--- config.mk ---
export PLATFORM = sky130hd
export DESIGN_NAME = mem_interface
export DESIGN_NICKNAME = d
export VERILOG_FILES = /design/src/rtl/mem_interface.sv
export SDC_FILE = /design/constraint.sdc
export NUM_CORES = 1
export LEC_CHECK = 0
export ABC_AREA = 1
export CAP_MARGIN = 20
export CORE_MARGIN = 5
export CORE_UTILIZATION = 44
export CTS_BUF_LIST = sky130_fd_sc_hd__clkbuf_8
export DETAILED_ROUTE_END_ITERATION = 8
export GPL_ROUTABILITY_DRIVEN = 0
export PLACE_DENSITY = 0.79
export SYNTH_ARGS = -nofsm -noshare
export SYNTH_HDL_FRONTEND = slang
export SYNTH_SLANG_ARGS = --single-unit
--- constraint.sdc ---
create_clock -name Clk -period 1.4 [get_ports Clk]
set_input_delay 0.28 -clock Clk [delete_from_list [all_inputs] [get_ports Clk]]
set_output_delay 0.28 -clock Clk [all_outputs]
set_load 0.01 [all_outputs]
--- src/rtl/mem_interface.sv ---
`default_nettype none
// +----------------------------------------------------------------------------+
// | mem_interface: LC-3 MAR/MDR register pair and fixed-length SRAM sequencer   |
// | Revision: 1.0                                                              |
// +----------------------------------------------------------------------------+
module mem_interface #(
    parameter int WAIT_CYCLES = 2
) (
    input  logic        Clk,
    input  logic        Reset_n,
    input  logic [15:0] DataBus,
    input  logic        LD_MAR,
    input  logic        LD_MDR,
    input  logic        MIO_EN,
    input  logic        Mem_Req,
    input  logic        Mem_WE,
    output logic        Mem_Ready,
    output logic        Busy,
    output logic [15:0] MAR,
    output logic [15:0] MDR,
    output logic [15:0] SRAM_ADDR,
    output logic [15:0] SRAM_DQ_out,
    input  logic [15:0] SRAM_DQ_in,
    output logic        SRAM_DQ_oe,
    output logic        SRAM_CE_N,
    output logic        SRAM_OE_N,
    output logic        SRAM_WE_N
);

    localparam int CNT_W = (WAIT_CYCLES > 2) ? $clog2(WAIT_CYCLES) : 1;

    generate
        if (WAIT_CYCLES < 2) begin : g_wait_cycles_check
            $error("mem_interface: WAIT_CYCLES must be at least 2");
        end
    endgenerate

    typedef enum logic [1:0] {
        ST_IDLE  = 2'd0,
        ST_READ  = 2'd1,
        ST_WRITE = 2'd2,
        ST_DONE  = 2'd3
    } state_t;

    state_t             state_q, state_d;
    logic [CNT_W-1:0]   cnt_q, cnt_d;
    logic [15:0]        mar_q, mar_d;
    logic [15:0]        mdr_q, mdr_d;
    logic [15:0]        rdata_q, rdata_d;
    logic [15:0]        addr_q, addr_d;
    logic [15:0]        dq_out_q, dq_out_d;
    logic               ready_q, ready_d;
    logic               busy_q, busy_d;
    logic               dq_oe_q, dq_oe_d;
    logic               ce_n_q, ce_n_d;
    logic               oe_n_q, oe_n_d;
    logic               we_n_q, we_n_d;

    always_comb begin
        state_d  = state_q;
        cnt_d    = cnt_q;
        rdata_d  = rdata_q;
        addr_d   = addr_q;
        dq_out_d = dq_out_q;

        mar_d = LD_MAR ? DataBus : mar_q;
        mdr_d = LD_MDR ? (MIO_EN ? rdata_q : DataBus) : mdr_q;

        unique case (state_q)
            ST_IDLE: begin
                // Latch the pre-edge MAR/MDR so a same-cycle load targets the next access.
                if (Mem_Req) begin
                    addr_d   = mar_q;
                    dq_out_d = mdr_q;
                    cnt_d    = CNT_W'(WAIT_CYCLES - 1);
                    state_d  = Mem_WE ? ST_WRITE : ST_READ;
                end
            end
            ST_READ: begin
                if (cnt_q == '0) begin
                    rdata_d = SRAM_DQ_in;
                    state_d = ST_DONE;
                end else begin
                    cnt_d = cnt_q - CNT_W'(1);
                end
            end
            ST_WRITE: begin
                if (cnt_q == '0) begin
                    state_d = ST_DONE;
                end else begin
                    cnt_d = cnt_q - CNT_W'(1);
                end
            end
            ST_DONE: begin
                state_d = ST_IDLE;
            end
            default: begin
                state_d = ST_IDLE;
            end
        endcase

        // Strobes are decoded from the next state so they appear registered, glitch-free.
        ready_d = (state_d == ST_DONE);
        busy_d  = (state_d != ST_IDLE);
        ce_n_d  = !((state_d == ST_READ) || (state_d == ST_WRITE));
        oe_n_d  = (state_d != ST_READ);
        dq_oe_d = (state_d == ST_WRITE);
        // WE_N releases in the last write cycle to give the SRAM data hold time.
        we_n_d  = !((state_d == ST_WRITE) && (cnt_d != '0));
    end

    always_ff @(posedge Clk or negedge Reset_n) begin
        if (!Reset_n) begin
            state_q  <= ST_IDLE;
            cnt_q    <= '0;
            mar_q    <= '0;
            mdr_q    <= '0;
            rdata_q  <= '0;
            addr_q   <= '0;
            dq_out_q <= '0;
            ready_q  <= 1'b0;
            busy_q   <= 1'b0;
            dq_oe_q  <= 1'b0;
            ce_n_q   <= 1'b1;
            oe_n_q   <= 1'b1;
            we_n_q   <= 1'b1;
        end else begin
            state_q  <= state_d;
            cnt_q    <= cnt_d;
            mar_q    <= mar_d;
            mdr_q    <= mdr_d;
            rdata_q  <= rdata_d;
            addr_q   <= addr_d;
            dq_out_q <= dq_out_d;
            ready_q  <= ready_d;
            busy_q   <= busy_d;
            dq_oe_q  <= dq_oe_d;
            ce_n_q   <= ce_n_d;
            oe_n_q   <= oe_n_d;
            we_n_q   <= we_n_d;
        end
    end

    assign Mem_Ready   = ready_q;
    assign Busy        = busy_q;
    assign MAR         = mar_q;
    assign MDR         = mdr_q;
    assign SRAM_ADDR   = addr_q;
    assign SRAM_DQ_out = dq_out_q;
    assign SRAM_DQ_oe  = dq_oe_q;
    assign SRAM_CE_N   = ce_n_q;
    assign SRAM_OE_N   = oe_n_q;
    assign SRAM_WE_N   = we_n_q;

endmodule
`default_nettype wire

==> run_results.csv <==
group,metric,value,unit
drt,first_iter_violations,158,
synth,synth_commonest_cells,"nand2_1 (90), dfrtp_1 (86), inv_1 (76)",
synth,yosysMostFrequentCell,"nand2_1",
setup_path,crit_slowest_cell,"dfrtp_1",
sta,hold_violations,0,
synth,synthTopCellsByArea,"dfrtp_1 (56%), nand2_1 (8.8%), inv_1 (7.5%), o21ai_2 (7.3%), o21ai_0 (4.2%)",
setup_path,crit_type,"reg2reg",
synth,async_flop_share,100,%
sta,maxSlewHeadroom,77.5,%
sta,slew_viol_final,0,
grt,grt_max_degree,43,
drt,drt_first_pass_iters,6,
die,initial_core_util,44.5,%
drt,drtAntennaViolNets,0,
drt,route.final.wire_length,10000,um
die,core-area,0.00859,mm^2
setup_path,cp-end-kind,"register",
cts,cts_buffers,9,
hold_path,hp-class,"in2async",
synth,synth_edf_count,0,
grt,grt.total_usage,19.2,%
cts,clk_path_buf_depth,2,
cts,clock-root-buffer,"clkbuf_8",
die,die_x,103,um
sta,fmax,699,MHz
grt,antenna_found_initial,0,
place,dp.cells,623,
synth,synth_area,0.00383,mm^2
setup_path,worstPathMaxFanout,4,
place,io_buffers,108,
synth,synth.distinct_cells,20,
drt,via_per_inst,4.82,
sta,rsz0062_at_grt,"yes",
power,p_leak,2.83,nW
setup_path,path_cells,"inv_2, ha_2, inv_1, nand2_1, nor2_2, a21oi_2, buf_4, ha_4, inv_2",
layout,final_nets,582,
die,fp.dieH,103,um
layout,syn_to_final_growth,42.0,%
cts,cts_htree_levels,3,
die,fp-row-count,34,
power,powerDensity,1900,mW/mm^2
cts,clock_sinks,89,
setup_path,crit_top_cell,"inv_2",
cts,worstSkewPairLatency,360,ps
setup_path,arrival,1740,ps
setup_path,cp.required,1710,ps
drt,drc,0,
setup_path,startpoint_type,"register",
setup_path,ff2ff_setup_slack,-30,ps
synth,synth-seq-cells,89,
layout,utilization,63.2,%
synth,ys_seq_area_share,58.3,%
run_status,status,"complete, but fails checks",
grt,grt_pass1_wl,15600,um
setup_path,slowest_delay,400,ps
cts,clk_pin_slew_worst_paths,90,ps
grt,grt_pass1_vias,3215,
sta,setup_violations,3,
synth,synth_top_area_share,56.2,%
sta,finalCriticalPeriod,1430,ps
sta,worst_slew_pin_slew,337,ps
layout,fin_cells,648,
run,drv_cap,0,
sta,setup_slack,-31.4,ps
grt,globalRoute.totalOverflow,0,
synth,synthFlopType,"dfrtp_1",
die,die_area,0.0107,mm^2
synth,syn_inst,404,
power,ir_drop,1580,uV
layout,drive_above_1_share,20.4,%
cts,cts_tree,"done",
sta,finClkSkew,13.2,ps
synth,syn_avg_cell_area,9.47,um^2
synth,synth_largest_area_cell,"dfrtp_1",
sta,fin_crit_sh,102,%
synth,synth_fp_nets,451,
drt,routedWlPerCell,15.5,um
synth,ys_warn_count,0,
sta,hold_ws,356,ps
run_status,violations,"setup timing",
drt,num_vias,3123,
place,dp_hpwl,7400,um
die,io_pins,109,
layout,antenna-diode-count,0,
power breakdown:
part / switching, W / internal [W]
combinational: 0.00251 / 0.00218
sequential: 0.000391 / 0.00351
clock: 0.000912 / 0.000810
flip-flops by register name (all words and copies together) (netlist names):
register     cells
Busy             1
MAR             16
MDR             16
Mem_Ready        1
SRAM_ADDR       16
SRAM_CE_N        1
SRAM_DQ_oe       1
SRAM_DQ_out     16
SRAM_OE_N        1
SRAM_WE_N        1
cnt_q            1
rdata_q         16
state_q          2
worst max-delay path: cells and delay by family, from the launching register on:
family          cells  cell delay, ps
compound gates      1             120
fa+ha+maj           2             420
simple gates        2             110
buf+inv             4             350
flops               1             400
path summary, 6_finish.rpt:
| kind | start | endpoint | cells past startpoint |
|---|---|---|---|
| worst min register to register | SRAM_DQ_out[12] | SRAM_DQ_out[12] | 2 |
| worst min-delay path | Reset_n | SRAM_DQ_out[8] | 2 |
| worst max register to register | state_q[1] | SRAM_CE_N | 9 |
| max in group asynchronous | Reset_n | SRAM_WE_N | 3 |
| min in group Clk | SRAM_DQ_out[12] | SRAM_DQ_out[12] | 2 |
| worst max-delay path | state_q[1] | SRAM_CE_N | 9 |
cell type report:
cell class | count | area [um^2]
Fill cell | 719 | 3160
Clock inverter | 7 | 65.1
Sequential cell | 89 | 2230
Multi-Input combinational cell | 220 | 1260
Clock buffer | 9 | 124
Tap cell | 108 | 135
Timing Repair Buffer | 138 | 1330
Inverter | 77 | 292
cells by family (layout without fill, tap and decap cells):
family                     count (synthesis)  after routing  share of synthesized area (%)
adders and majority gates                  8              8                           2.62
buffers and inverters                     95            231                           11.5
AOI/OAI and AO/OA                         83             83                           14.0
and+or+nand+nor                          129            129                           13.6
DFF                                       89             89                           58.3
metrics by stage:
stage               total power (W)  setup slack (ps)  instance area [um^2]  TNS, ps
detailed placement          0.00839              -155                  5120    -2030
floorplan                   0.00620             -7.74                  3830    -7.74
global placement            0.00817              -103                  5120     -944
global route                 0.0110             -88.3                  5440     -622
finish                       0.0103             -31.4                  5440    -49.6
CTS                         0.00999             -41.4                  5320    -81.5
per-layer routing:
| layer | track usage [%] | routed length, um | up-vias |
|---|---|---|---|
| met5 | 0 | 0 | - |
| met3 | 2.95 | 396 | 21 |
| met2 | 33.9 | 5390 | 79 |
| li1 | - | - | 1497 |
| met1 | 22.9 | 3970 | 1526 |
| met4 | 9.16 | 284 | 0 |
cells in the final DEF (no fill, tap or decap), drive strengths merged:
master	synthesis	final
dfrtp	86	86
clkdlybuf4s15	0	1
clkdlybuf4s50	0	37
bufinv	0	1
dlygate4sd2	0	67
ha	8	8
nand3b	1	1
inv	77	80
a21oi	17	17
nand2	92	92
dfstp	3	3
nand3	17	17
dlygate4sd3	0	1
clkinvlp	0	2
nor2	19	19
o21ai	66	66
clkbuf	2	11
clkinv	0	1
buf	16	30
what timing repair did:
action | in CTS | in global routing
hold buffers | 1 | 0
buffers inserted | 4 | 1
gates cloned | 0 | 3
pin swaps | 4 | 5
endpoints found under the hold margin | 20 | 0
gates resized for setup | 87 | 21
setup endpoints to repair | 76 | 25
(Power assumes the default switching activity.)
